$ cat src/rtl/xbar_scheduler.sv
// ---------------------------------------------------------------------------
// xbar_scheduler
//
// Per-cycle crossbar scheduler between four input buffers and four output
// buffers. Each output runs its own round-robin arbiter over the inputs whose
// head packet targets it. An output only grants when its buffer has room and
// it is enabled. Grants are registered. They drive the input-buffer read
// strobes and the crossbar source select / write valid for each output.
//
// Ports:
//   clock      in   system clock
//   reset_n    in   asynchronous active-low reset
//   req        in   [3:0]      input i has a head packet
//   req_dest   in   [3:0][1:0] destination output of input i (valid when req[i])
//   out_ready  in   [3:0]      output o can accept a packet this cycle
//   grant      out  [3:0]      one-cycle read strobe to input i
//   out_valid  out  [3:0]      output o is written this cycle
//   out_src    out  [3:0][1:0] input feeding output o (valid with out_valid[o])
//   stall      out  [3:0]      input i requested last cycle but lost
// ---------------------------------------------------------------------------
module xbar_scheduler #(
    parameter logic [3:0] PORT_EN = 4'b1111,
    parameter logic [1:0] RR_INIT = 2'd0
) (
    input  logic            clock,
    input  logic            reset_n,
    input  logic [3:0]      req,
    input  logic [3:0][1:0] req_dest,
    input  logic [3:0]      out_ready,
    output logic [3:0]      grant,
    output logic [3:0]      out_valid,
    output logic [3:0][1:0] out_src,
    output logic [3:0]      stall
);

    logic [3:0]      grant_q,     grant_d;
    logic [3:0]      out_valid_q, out_valid_d;
    logic [3:0][1:0] out_src_q,   out_src_d;
    logic [3:0]      stall_q,     stall_d;
    logic [3:0][1:0] ptr_q,       ptr_d;

    // cand[o][i]: input i is eligible for output o at this edge.
    logic [3:0][3:0] cand;
    logic [3:0]      win_found;
    logic [3:0][1:0] win_idx;
    logic [1:0]      idx;

    always_comb begin
        cand        = '0;
        win_found   = '0;
        win_idx     = '0;
        idx         = '0;
        grant_d     = '0;
        out_src_d   = out_src_q;
        ptr_d       = ptr_q;

        // The previous grant masks its input for one edge. The buffer is
        // still popping, so its req is stale during that cycle.
        for (int o = 0; o < 4; o++) begin
            for (int i = 0; i < 4; i++) begin
                cand[o][i] = req[i] && (req_dest[i] == 2'(o)) && !grant_q[i]
                             && out_ready[o] && PORT_EN[o];
            end
        end

        // Search starts at ptr[o] and wraps modulo 4. The first candidate wins.
        for (int o = 0; o < 4; o++) begin
            for (int k = 0; k < 4; k++) begin
                idx = ptr_q[o] + 2'(k);
                if (!win_found[o] && cand[o][idx]) begin
                    win_found[o] = 1'b1;
                    win_idx[o]   = idx;
                end
            end
        end

        // An input has a single destination, so grants from different
        // outputs never collide on the same input.
        for (int o = 0; o < 4; o++) begin
            if (win_found[o]) begin
                grant_d[win_idx[o]] = 1'b1;
                out_src_d[o]        = win_idx[o];
                ptr_d[o]            = win_idx[o] + 2'd1;
            end
        end

        out_valid_d = win_found;
        // A masked input is not counted as stalled.
        stall_d     = req & ~grant_q & ~grant_d;
    end

    always_ff @(posedge clock or negedge reset_n) begin
        if (!reset_n) begin
            grant_q     <= '0;
            out_valid_q <= '0;
            out_src_q   <= '0;
            stall_q     <= '0;
            ptr_q       <= {4{RR_INIT}};
        end else begin
            grant_q     <= grant_d;
            out_valid_q <= out_valid_d;
            out_src_q   <= out_src_d;
            stall_q     <= stall_d;
            ptr_q       <= ptr_d;
        end
    end

    assign grant     = grant_q;
    assign out_valid = out_valid_q;
    assign out_src   = out_src_q;
    assign stall     = stall_q;

endmodule

$ cat config.mk
export PLATFORM = sky130hd
export DESIGN_NAME = xbar_scheduler
export DESIGN_NICKNAME = d
export VERILOG_FILES = /design/src/rtl/xbar_scheduler.sv
export SDC_FILE = /design/constraint.sdc
export NUM_CORES = 1
export LEC_CHECK = 0
export BUFFER_PORTS_ARGS = -buffer_cell sky130_fd_sc_hd__buf_2
export CAP_MARGIN = 20
export CORE_UTILIZATION = 42
export CTS_BUF_LIST = sky130_fd_sc_hd__clkbuf_8
export CTS_CLUSTER_DIAMETER = 150
export DETAILED_ROUTE_END_ITERATION = 10
export GPL_TIMING_DRIVEN = 0
export PLACE_DENSITY = 0.65
export RECOVER_POWER = 25
export SLEW_MARGIN = 40
export SYNTH_ARGS = -nofsm -noshare
export SYNTH_HDL_FRONTEND = slang
export SYNTH_SLANG_ARGS = --single-unit
$ cat constraint.sdc
create_clock -name clock -period 2.7 [get_ports clock]
set_clock_uncertainty 0.1 [all_clocks]
set_input_delay 0.135 -clock clock [delete_from_list [all_inputs] [get_ports clock]]
set_output_delay 0.135 -clock clock [all_outputs]
set_load 0.01 [all_outputs]
; Word level (Yosys, flattened, before mapping)
; Cells that the tools add are included.
[totals]
word_cells = 230
reg_bits = 28
inputBits = 18
[op_classes]
addsub = 16
n_lt_le_gt_ge = 24
bitwise_logic = 7
muxes = 76
n_eq_ne = 12
reduce_logical = 84
[ops]
columns = cell, n
row1 = 1-bit logical AND, 64
row2 = "2-bit by 3-bit less-than comparator with 1-bit output, second input constant", 20
row3 = 1-bit two-way mux, 36
row4 = 1-bit binary-select mux with 2-bit select, 16
row5 = 2-bit two-way mux, 16
row6 = "2-bit by 1-bit adder with 2-bit output, second input constant", 8
row7 = "2-bit adder, second input constant", 8
row8 = "2-bit equality test, second input constant", 8
row9 = 1-bit logical NOT, 16
row10 = 4-bit two-way mux, 4
row11 = 4-bit bitwise OR, 3
row12 = 4-bit bitwise AND, 2
row13 = 1-bit demux with 2-bit select, 4
row14 = "2-bit by 1-bit equality test with 1-bit output, second input constant", 4
row15 = "2-bit by 1-bit greater-or-equal comparator with 1-bit output, second input constant", 4
row16 = 2-bit logical NOT, 4
row17 = 4-bit inverter, 2

; Longest topological paths before layout
; Gate-level depths: netlist of the first run.
[logic_depth]
ltp_word = 29
ltp_mapped = 8
mapped_depth_nobuf = 8

; Least setup slack after synthesis of the first run
; OpenSTA, ideal clock, no wires.
[synth_path]
path_type = flip-flop to flip-flop
start = register grant_q[1] (netlist: grant[1])
end = register stall_q[0] (netlist: stall[0])
synth_period_minus_slack_ns = 2.397
arrival_ns = 2.229
path_buffers = 0
path_stages_with_launch = 9
required_time_ns = 2.532
slack_ns = 0.303
path_cell_list = dfrtp_1 nand2b_2 or3_1 a221o_1 a21oi_1 inv_1 ha_1 a22oi_4 and4b_1
[synth_rtl]
columns = item, line
row1 = "start, declared", 36  ; logic [3:0] grant_q, grant_d;
row2 = "start signal, assigned", 100  ; grant_q <= grant_d;
row3 = "end signal, assigned", 103  ; stall_q <= stall_d;
row4 = "end, declared", 39  ; logic [3:0] stall_q, stall_d;

==> impl_metrics.json, run 1 <==
{
  "result_of_the_run": "finished with violations",
  "failed_checks": "max-capacitance violations, max-slew violations",
  "wl_um": 4420,
  "timing.critical_path.from_type": "flip-flop",
  "synthesized_area_per_cell_um2": 9.81,
  "layout_worst_path_cycle_share_pct": 93.8,
  "final.fill_count": 395,
  "reg2reg_slack_ps": 170,
  "htree_levels": 1,
  "worstPathMaxFanout": 5,
  "critical_path.reg2reg.endpoint": "stall[0]",
  "starting_density_of_the_core_pct": 44.1,
  "maximum_number_of_pins_on_one_net_before_global_route_repair": 29,
  "grtUsageTotal_pct": 21.4,
  "layout-area-overhead-vs-synth_pct": 19.7,
  "worst_slack_ps": 166,
  "layout.core_utilization_pct": 52.7,
  "reg2reg_depth": 8,
  "syn_nets": 215,
  "initialDrtViolationCount": 82,
  "clock_sinks": 28,
  "worstHoldEndpoint": "stall[0]",
  "synth.cell_area_um2": 1780,
  "pre_cts_ws_ps": -17.2,
  "hold_path.startpoint": "req[0]",
  "num-nets-final": 258,
  "max-clock-path-buffers": 2,
  "final_worst_hold_slack_ps": 67.1,
  "max-slew-margin-rel_pct": -3.95,
  "drcViolationCount": 0,
  "globalRouteOverflowTotal": 0,
  "endpoint_kind": "flip-flop",
  "maxSlewViolCount": 29,
  "critPathArrivalTime_ps": 2650,
  "timing.hold.worst.class": "in2reg",
  "rsz0062_at_grt": "no",
  "tritoncts": "built",
  "die_width_um": 67.0,
  "timing.final.crit_period_ps": 2530,
  "synth_seq_area_share_pct": 39.5,
  "reg2reg_from": "grant[1]",
  "finalPower_mw": 1.23,
  "first_pass_grt_wire_length_um": 7140,
  "die_h_um": 67.0,
  "gp_routability_congestion": 0.849,
  "num_vias": 1580,
  "dpl.hpwl_um": 3200,
  "vias_in_the_first_global_route": 1504,
  "criticalPathCategory": "reg2reg",
  "multi_input_comb_area_um2": 1020,
  "firstDrtPassIters": 4,
  "synth-seq-cells": 28,
  "clk_pin_slew_worst_paths_ps": 100,
  "hold_viol": 0,
  "cts_buffers": 3,
  "synth.lib_cells_used.distinct": 47,
  "drt.antenna.violating_nets": 0,
  "final.setup.tns_ps": 0,
  "post_detailed_route_via_to_cell_ratio": 5.79,
  "clock_latency_ps": 280,
  "rows": 23,
  "drive_above_1_share_pct": 22.0,
  "worstMarginPinSlew_ps": 1560,
  "die_area_um2": 4490,
  "min_delay_path_depth": 2,
  "crit_required_ps": 2820,
  "core_area_um2": 4030,
  "route.detailed.wl_per_inst_um": 16.2,
  "drv.max_cap_violation_count": 1,
  "clockRootBuffer": "sky130_fd_sc_hd__clkbuf_8",
  "power.ir.vdd_worst_mv": 0.266,
  "max_freq_mhz": 395,
  "power_per_cell_area_nw_per_um2": 580,
  "synth_edf_count": 0,
  "synth-async-reset-ratio_pct": 100,
  "design.portCount": 38,
  "synthFlopType": "sky130_fd_sc_hd__dfrtp_1",
  "setup_viol_count_final": 0,
  "synth-warning-count": 0,
  "antenna_found_initial": 0,
  "synthesis.instances": 181,
  "antenna_cells_inserted": 0,
  "static_leakage_nw": 0.995,
  "io_buffer_count": 36,
  "layout.area.seq_um2": 701
}
## layout by cell type, fill, tap and decap left out, drive strengths merged, types with 2 or more instances in the layout
cell,Yosys,routed
dfrtp,28,28
nand3,4,4
inv,18,18
nand2b,3,3
a21o,9,9
clkbuf,0,19
nor3,6,6
nand3b,3,3
o221ai,5,5
a21oi,9,9
buf,3,24
a22oi,9,9
a211oi,2,2
nor2,8,8
nor3b,4,4
nor2b,3,3
or3,4,4
or4,2,2
o21ai,5,5
and3,4,4
nand2,12,12
nor4,3,3
ha,16,16
nand4,7,7
## power breakdown
part           switching (mW)  internal [mW]  leakage (nW)
clock network           0.139          0.199        0.0357
registers              0.0583          0.500         0.348
logic                   0.198          0.138         0.611
## metal layers
layer | global-route usage [%] | vias to the layer above | part of all wire, %
met3 | 3.60 | 7 | 5.6
met1 | 30.0 | 758 | 49
met4 | 7.18 | 0 | 1.4
met5 | 0 | - | 0
li1 | - | 754 | -
met2 | 32.8 | 61 | 44
## synthesized netlist by cell type (2+ instances only)
library cell / count / share of area [%]
sky130_fd_sc_hd__or3_1: 4 / 1.4
sky130_fd_sc_hd__inv_2: 4 / 0.85
sky130_fd_sc_hd__a22oi_2: 2 / 1.4
sky130_fd_sc_hd__ha_1: 16 / 11
sky130_fd_sc_hd__nand2b_1: 2 / 0.70
sky130_fd_sc_hd__nand3_1: 4 / 1.1
sky130_fd_sc_hd__a211oi_1: 2 / 0.85
sky130_fd_sc_hd__nand2_1: 12 / 2.5
sky130_fd_sc_hd__o21ai_0: 4 / 1.1
sky130_fd_sc_hd__and3_1: 3 / 1.1
sky130_fd_sc_hd__nand3b_1: 3 / 1.3
sky130_fd_sc_hd__o221ai_1: 5 / 2.5
sky130_fd_sc_hd__nor4_1: 3 / 1.1
sky130_fd_sc_hd__a21o_1: 9 / 3.8
sky130_fd_sc_hd__nor3_1: 6 / 1.7
sky130_fd_sc_hd__inv_1: 14 / 3.0
sky130_fd_sc_hd__nand4_1: 6 / 2.1
sky130_fd_sc_hd__a22oi_1: 6 / 2.5
sky130_fd_sc_hd__nor3b_1: 3 / 1.3
sky130_fd_sc_hd__a21oi_1: 9 / 2.5
sky130_fd_sc_hd__buf_2: 2 / 0.56
sky130_fd_sc_hd__nor2_1: 8 / 1.7
sky130_fd_sc_hd__dfrtp_1: 28 / 39
sky130_fd_sc_hd__nor2b_1: 3 / 1.1
## cell families after synthesis
kind of cell / synth area share (%)
flops: 39.5
buf+inv: 5.00
mux: 0.634
fa+ha+maj: 11.3
simple gates: 23.8
compound gates: 19.8
## worst max path at each step
stage,to,startpoint,slack (ps),depth (start not counted)
after floorplan,stall[0],grant[1],300,8
after global placement,stall[2],grant[1],-30,8
after detailed placement,stall[2],grant[1],-20,8
after CTS,stall[2],grant[3],-3,8
after global routing,stall[2],grant[1],40,8
final,stall[0],grant[1],170,8
## sequential cells by signal, indices dropped and copies added (netlist names)
register / flops
grant: 4
out_src: 8
out_valid: 4
ptr_q: 8
stall: 4
## repair_timing
| item | 4_1_cts | 5_1_grt |
|---|---|---|
| setup endpoints to repair | 2 | 8 |
| resized for setup | 1 | 7 |
| pin swaps | 1 | 1 |
| hold endpoints to repair | 28 | 0 |
| hold buffers | 1 | 0 |
| setup buffers | 1 | 0 |
## worst max-delay path: stages, from the launching register on
cell and delay (ps):
sky130_fd_sc_hd__dfrtp_1 400, sky130_fd_sc_hd__nand2b_2 240, sky130_fd_sc_hd__or3_1 390, sky130_fd_sc_hd__a221o_1 360, sky130_fd_sc_hd__a21oi_2 260, sky130_fd_sc_hd__inv_1 100, sky130_fd_sc_hd__ha_1 230, sky130_fd_sc_hd__a22oi_4 180
sky130_fd_sc_hd__and4b_1 220
## cell type report
class	count	share of cell area, %
Buffer	3	1.00
Clock buffer	3	1.94
Multi-Input combinational cell	132	48.2
Clock inverter	1	1.41
Timing Repair Buffer	38	8.36
Tap cell	50	2.94
Inverter	18	3.18
Sequential cell	28	33.0
## metrics by stage
| step | instance area [um^2] | instances |
|---|---|---|
| global placement | 2020 | 267 |
| floorplan | 1780 | 181 |
| detailed placement | 2020 | 267 |
| finish | 2120 | 273 |
| global route | 2120 | 273 |
| CTS | 2110 | 273 |
(Power assumes the default switching activity.)
==> inputs of run 2 (changes only) <==
--- a/config.mk
+++ b/config.mk
@@ -5,6 +5,7 @@
 export SDC_FILE = /design/constraint.sdc
 export NUM_CORES = 1
 export LEC_CHECK = 0
+export ABC_AREA = 1
 export BUFFER_PORTS_ARGS = -buffer_cell sky130_fd_sc_hd__buf_2
 export CAP_MARGIN = 20
 export CORE_UTILIZATION = 42
@@ -12,7 +13,7 @@
 export CTS_CLUSTER_DIAMETER = 150
 export DETAILED_ROUTE_END_ITERATION = 10
 export GPL_TIMING_DRIVEN = 0
-export PLACE_DENSITY = 0.65
+export PLACE_DENSITY = 0.63
 export RECOVER_POWER = 25
 export SLEW_MARGIN = 40
 export SYNTH_ARGS = -nofsm -noshare
==> impl_metrics.json, run 2 <==
{
  "result_of_the_run": "finished with violations",
  "failed_checks": "max-capacitance violations, max-slew violations",
  "critPathArrivalTime_ps": 2540,
  "drv.max_cap_violation_count": 1,
  "layout.area.seq_um2": 701,
  "antenna_found_initial": 0,
  "first_pass_grt_wire_length_um": 9780,
  "final.setup.tns_ps": 0,
  "num_vias": 2289,
  "maxSlewViolCount": 29,
  "globalRouteOverflowTotal": 0,
  "placed_cell_area_um2": 2640,
  "max_freq_mhz": 412,
  "max-slew-margin-rel_pct": -2.09,
  "synth_edf_count": 0,
  "rsz0062_at_grt": "no",
  "layout.core_utilization_pct": 51.2,
  "worst_slack_ps": 272,
  "synth-seq-cells": 28,
  "clock_latency_ps": 280,
  "post_synth_main_area_contributors": "sky130_fd_sc_hd__dfrtp_1, sky130_fd_sc_hd__nand2_1, sky130_fd_sc_hd__nand3_1",
  "gp_routability_congestion": 0.843,
  "synth.cell_area_um2": 2360,
  "timing.hold.worst.class": "in2reg",
  "dpl.hpwl_um": 4610,
  "vias_in_the_first_global_route": 2163,
  "hold_viol": 0,
  "firstDrtPassIters": 4,
  "clock_sinks": 28,
  "final.fill_count": 565,
  "die_width_um": 77.0,
  "layout-area-overhead-vs-synth_pct": 14.2,
  "antenna_cells_inserted": 0,
  "wl_um": 5650,
  "drcViolationCount": 0,
  "reg2reg_slack_ps": 270,
  "synth-async-reset-ratio_pct": 100,
  "clockRootBuffer": "sky130_fd_sc_hd__clkbuf_8",
  "synthesized_area_per_cell_um2": 6.89,
  "max-clock-path-buffers": 2,
  "num-nets-final": 420,
  "synth_seq_area_share_pct": 29.6,
  "synth.lib_cells_used.distinct": 29,
  "io_buffer_count": 37,
  "pre_cts_ws_ps": 277,
  "crit_required_ps": 2810,
  "layout_commonest_cell": "sky130_fd_sc_hd__nand2_1",
  "route.detailed.wl_per_inst_um": 12.4,
  "synth-warning-count": 0,
  "synthFlopType": "sky130_fd_sc_hd__dfrtp_1",
  "grtUsageTotal_pct": 20.7,
  "stdcell_area_um2": 2700,
  "cts_buffers": 3,
  "die_area_um2": 5930,
  "criticalPathCategory": "reg2reg",
  "rows": 26,
  "die_h_um": 77.0,
  "syn_nets": 377,
  "synthesis.instances": 343,
  "starting_density_of_the_core_pct": 44.9,
  "design.portCount": 38,
  "worstPathMaxFanout": 4,
  "timing.final.crit_period_ps": 2430,
  "timing.critical_path.from_type": "flip-flop",
  "drive_above_1_share_pct": 18.4,
  "synthMostInstantiatedCell": "sky130_fd_sc_hd__nand2_1",
  "most-common-layout-cells": "sky130_fd_sc_hd__nand2_1, sky130_fd_sc_hd__nand3_1, sky130_fd_sc_hd__inv_1",
  "htree_levels": 1,
  "endpoint_kind": "flip-flop",
  "multi_input_comb_area_um2": 1470,
  "post-synth-top-area-cell": "sky130_fd_sc_hd__dfrtp_1",
  "core_area_um2": 5270,
  "maximum_number_of_pins_on_one_net_before_global_route_repair": 29,
  "layout_worst_path_cycle_share_pct": 89.9,
  "drt.antenna.violating_nets": 0,
  "initialDrtViolationCount": 98,
  "synth_top_cell_area_share_pct": 29.6,
  "tritoncts": "built",
  "synth.cells.most_frequent": "sky130_fd_sc_hd__nand2_1, sky130_fd_sc_hd__nand3_1, sky130_fd_sc_hd__inv_1",
  "worstMarginPinSlew_ps": 1530,
  "post_detailed_route_via_to_cell_ratio": 5.03,
  "clk_pin_slew_worst_paths_ps": 100,
  "setup_viol_count_final": 0
}
==> run 2: timing repair <==
action | CTS | global route
endpoints found under the setup margin | 0 | 1
hold buffers | 1 | 0
setup buffers | 0 | 0
gates resized for setup | 0 | 2
endpoints found under the hold margin | 28 | 0
==> run 2: area by class of cell <==
cell class	instances	share of cell area (%)
flip-flops and latches	28	25.9
plain buffers	3	0.973
inverters	46	6.39
repair buffers	38	6.86
clock buffers	4	2.04
multi-input cells	266	54.5
well taps	70	3.24
==> run 2: critical path: stages (launching register included) <==
cell and delay, ps:
sky130_fd_sc_hd__dfrtp_1 380, sky130_fd_sc_hd__inv_1 70, sky130_fd_sc_hd__nand2_1 80, sky130_fd_sc_hd__nor2_2 220, sky130_fd_sc_hd__nand3_1 160, sky130_fd_sc_hd__and2_1 190, sky130_fd_sc_hd__or2_2 260, sky130_fd_sc_hd__nand3_1 80
sky130_fd_sc_hd__nand3_1 90, sky130_fd_sc_hd__nand2_1 130, sky130_fd_sc_hd__inv_1 80, sky130_fd_sc_hd__ha_1 190, sky130_fd_sc_hd__nand2_1 110, sky130_fd_sc_hd__nand2_1 80, sky130_fd_sc_hd__nor3_2 120
==> run 2: metrics by stage <==
step	std cells	hold WS, ps
global placement	450	98.7
finish	455	36.5
floorplan	343	-261
global route	455	34.8
detailed placement	450	108
CTS	455	30.6
==> run 2: path summary, 6_finish.rpt <==
check                           startpoint            to  depth (start not counted)
worst max-delay path              grant[3]      stall[0]                         14
worst min-delay path                req[0]      stall[0]                          3
worst max register to register    grant[3]      stall[0]                         14
worst min register to register  out_src[0]    out_src[0]                          2
max in group asynchronous          reset_n  out_valid[0]                          2
min in group asynchronous          reset_n    out_src[7]                          2
==> run 2: logic make-up after synthesis <==
group	after synthesis	share of synthesized area, %
AO/OA/AOI/OAI	18	4.97
flip-flops	28	29.6
adder cells (fa/ha/maj)	16	8.47
XOR/XNOR	4	2.43
buffers and inverters	49	8.41
AND/OR/NAND/NOR	228	46.1
==> run 2: layer usage <==
layer	track usage (%)	part of all wire, %	vias up
li1	-	-	1187
met1	25.9	46	1027
met2	36.3	46	68
met3	4.17	6.5	7
met4	5.28	1.3	0
met5	0	0	-
Power of run 2 is not shown: default switching activity piles up to over one toggle a cycle in this logic, so the estimate is an artifact.
==> inputs of run 3 (changes only) <==
--- a/config.mk
+++ b/config.mk
@@ -13,8 +13,9 @@
 export CTS_CLUSTER_DIAMETER = 150
 export DETAILED_ROUTE_END_ITERATION = 10
 export GPL_TIMING_DRIVEN = 0
-export PLACE_DENSITY = 0.63
+export PLACE_DENSITY = 0.68
 export RECOVER_POWER = 25
+export REMOVE_ABC_BUFFERS = 1
 export SLEW_MARGIN = 40
 export SYNTH_ARGS = -nofsm -noshare
 export SYNTH_HDL_FRONTEND = slang
==> impl_metrics.json, run 3 (synthesis gave the netlist of run 2 again) <==
{
  "result_of_the_run": "complete, no violations",
  "critPathArrivalTime_ps": 2550,
  "timing.final.crit_period_ps": 2450,
  "max-slew-margin-rel_pct": 3.00,
  "timing.hold.worst.class": "in2reg",
  "drt.antenna.violating_nets": 0,
  "layout_worst_path_cycle_share_pct": 90.9,
  "die_area_um2": 5930,
  "rsz0062_at_grt": "no",
  "io_buffer_count": 37,
  "pre_cts_ws_ps": 290,
  "worstPathMaxFanout": 4,
  "clk_pin_slew_worst_paths_ps": 90,
  "drive_above_1_share_pct": 18.9,
  "drcViolationCount": 0,
  "cts_buffers": 3,
  "layout-area-overhead-vs-synth_pct": 12.6,
  "clock_latency_ps": 270,
  "crit_required_ps": 2790,
  "core_area_um2": 5270,
  "firstDrtPassIters": 4,
  "initialDrtViolationCount": 91,
  "num_vias": 2265,
  "timing.critical_path.from_type": "flip-flop",
  "setup_viol_count_final": 0,
  "design.portCount": 38,
  "starting_density_of_the_core_pct": 44.9,
  "worst_slack_ps": 245,
  "criticalPathCategory": "reg2reg",
  "maximum_number_of_pins_on_one_net_before_global_route_repair": 29,
  "max_freq_mhz": 407,
  "tritoncts": "built",
  "die_h_um": 77.0,
  "rows": 26,
  "globalRouteOverflowTotal": 0,
  "route.detailed.wl_per_inst_um": 11.8,
  "most-common-layout-cells": "sky130_fd_sc_hd__nand2_1, sky130_fd_sc_hd__nand3_1, sky130_fd_sc_hd__inv_1",
  "endpoint_kind": "flip-flop",
  "hold_viol": 0,
  "final_worst_hold_slack_ps": 46.1,
  "dpl.hpwl_um": 4360,
  "grtUsageTotal_pct": 18.6,
  "layout_commonest_cell": "sky130_fd_sc_hd__nand2_1",
  "worstMarginPinSlew_ps": 1460,
  "clock_sinks": 28,
  "final.setup.tns_ps": 0,
  "clockRootBuffer": "sky130_fd_sc_hd__clkbuf_8",
  "placed_cell_area_um2": 2610,
  "first_pass_grt_wire_length_um": 8870,
  "htree_levels": 1,
  "vias_in_the_first_global_route": 2060,
  "wl_um": 5320,
  "post_detailed_route_via_to_cell_ratio": 5.02,
  "maxSlewViolCount": 0,
  "drv.max_cap_violation_count": 0,
  "die_width_um": 77.0,
  "gp_routability_congestion": 0.864,
  "antenna_found_initial": 0,
  "max-clock-path-buffers": 2,
  "num-nets-final": 417,
  "stdcell_area_um2": 2660,
  "antenna_cells_inserted": 0
}
-- run 3: changes by cell type in the layout (fill, tap and decap cells not counted), sizes merged --
cell / delta
clkbuf: -7
buf: +3
-- run 3: worst paths after layout --
| path | startpoint | to | slack, ps | cells past startpoint |
|---|---|---|---|---|
| min reg2reg | out_src[6] | out_src[6] | 390 | 2 |
| max in group asynchronous | reset_n | grant[1] | 1030 | 2 |
| min | req[0] | stall[0] | 50 | 3 |
| min in group asynchronous | reset_n | out_valid[3] | 630 | 2 |
| max | grant[3] | stall[0] | 250 | 14 |
| max reg2reg | grant[3] | stall[0] | 250 | 14 |
-- run 3: metal layers --
| layer | vias to the layer above | global-route usage (%) | routed length (um) |
|---|---|---|---|
| met4 | 0 | 7.17 | 119 |
| met5 | - | 0 | 0 |
| li1 | 1176 | - | - |
| met2 | 67 | 31.0 | 2380 |
| met1 | 1009 | 24.8 | 2550 |
| met3 | 13 | 1.79 | 270 |
-- run 3: timing repair --
action                                  CTS  global route
endpoints found under the setup margin    0             1
hold endpoints to repair                 28             0
hold buffers                              1             0
resized for setup                         0             1
setup buffers                             0             0
-- run 3: cell type report --
cell class                      instances  area [um^2]
Multi-Input combinational cell        266         1470
Sequential cell                        28          701
Clock buffer                            3         41.3
Fill cell                             548         2610
Tap cell                               70         87.6
Inverter                               46          173
Timing Repair Buffer                   38          193
-- run 3: worst max-delay path, cell delays in order (launching register included) --
cell	delay (ps)
sky130_fd_sc_hd__dfrtp_1	390
sky130_fd_sc_hd__inv_1	70
sky130_fd_sc_hd__nand2_1	80
sky130_fd_sc_hd__nor2_2	220
sky130_fd_sc_hd__nand3_1	190
sky130_fd_sc_hd__nand3_1	140
sky130_fd_sc_hd__nand2_2	100
sky130_fd_sc_hd__nand2_1	120
sky130_fd_sc_hd__nand3_1	110
sky130_fd_sc_hd__o21ai_2	230
sky130_fd_sc_hd__inv_2	70
sky130_fd_sc_hd__ha_1	180
sky130_fd_sc_hd__nand2_1	110
sky130_fd_sc_hd__nand2_1	80
sky130_fd_sc_hd__nor3_2	180
-- run 3: through the flow --
stage / utilization (%) / instances
after CTS: 50.5 / 451
final: 50.5 / 451
after floorplan: - / 340
after detailed placement: 49.5 / 447
after global routing: 50.5 / 451
after global placement: 49.5 / 447
Power of run 3 is left out for the same reason.
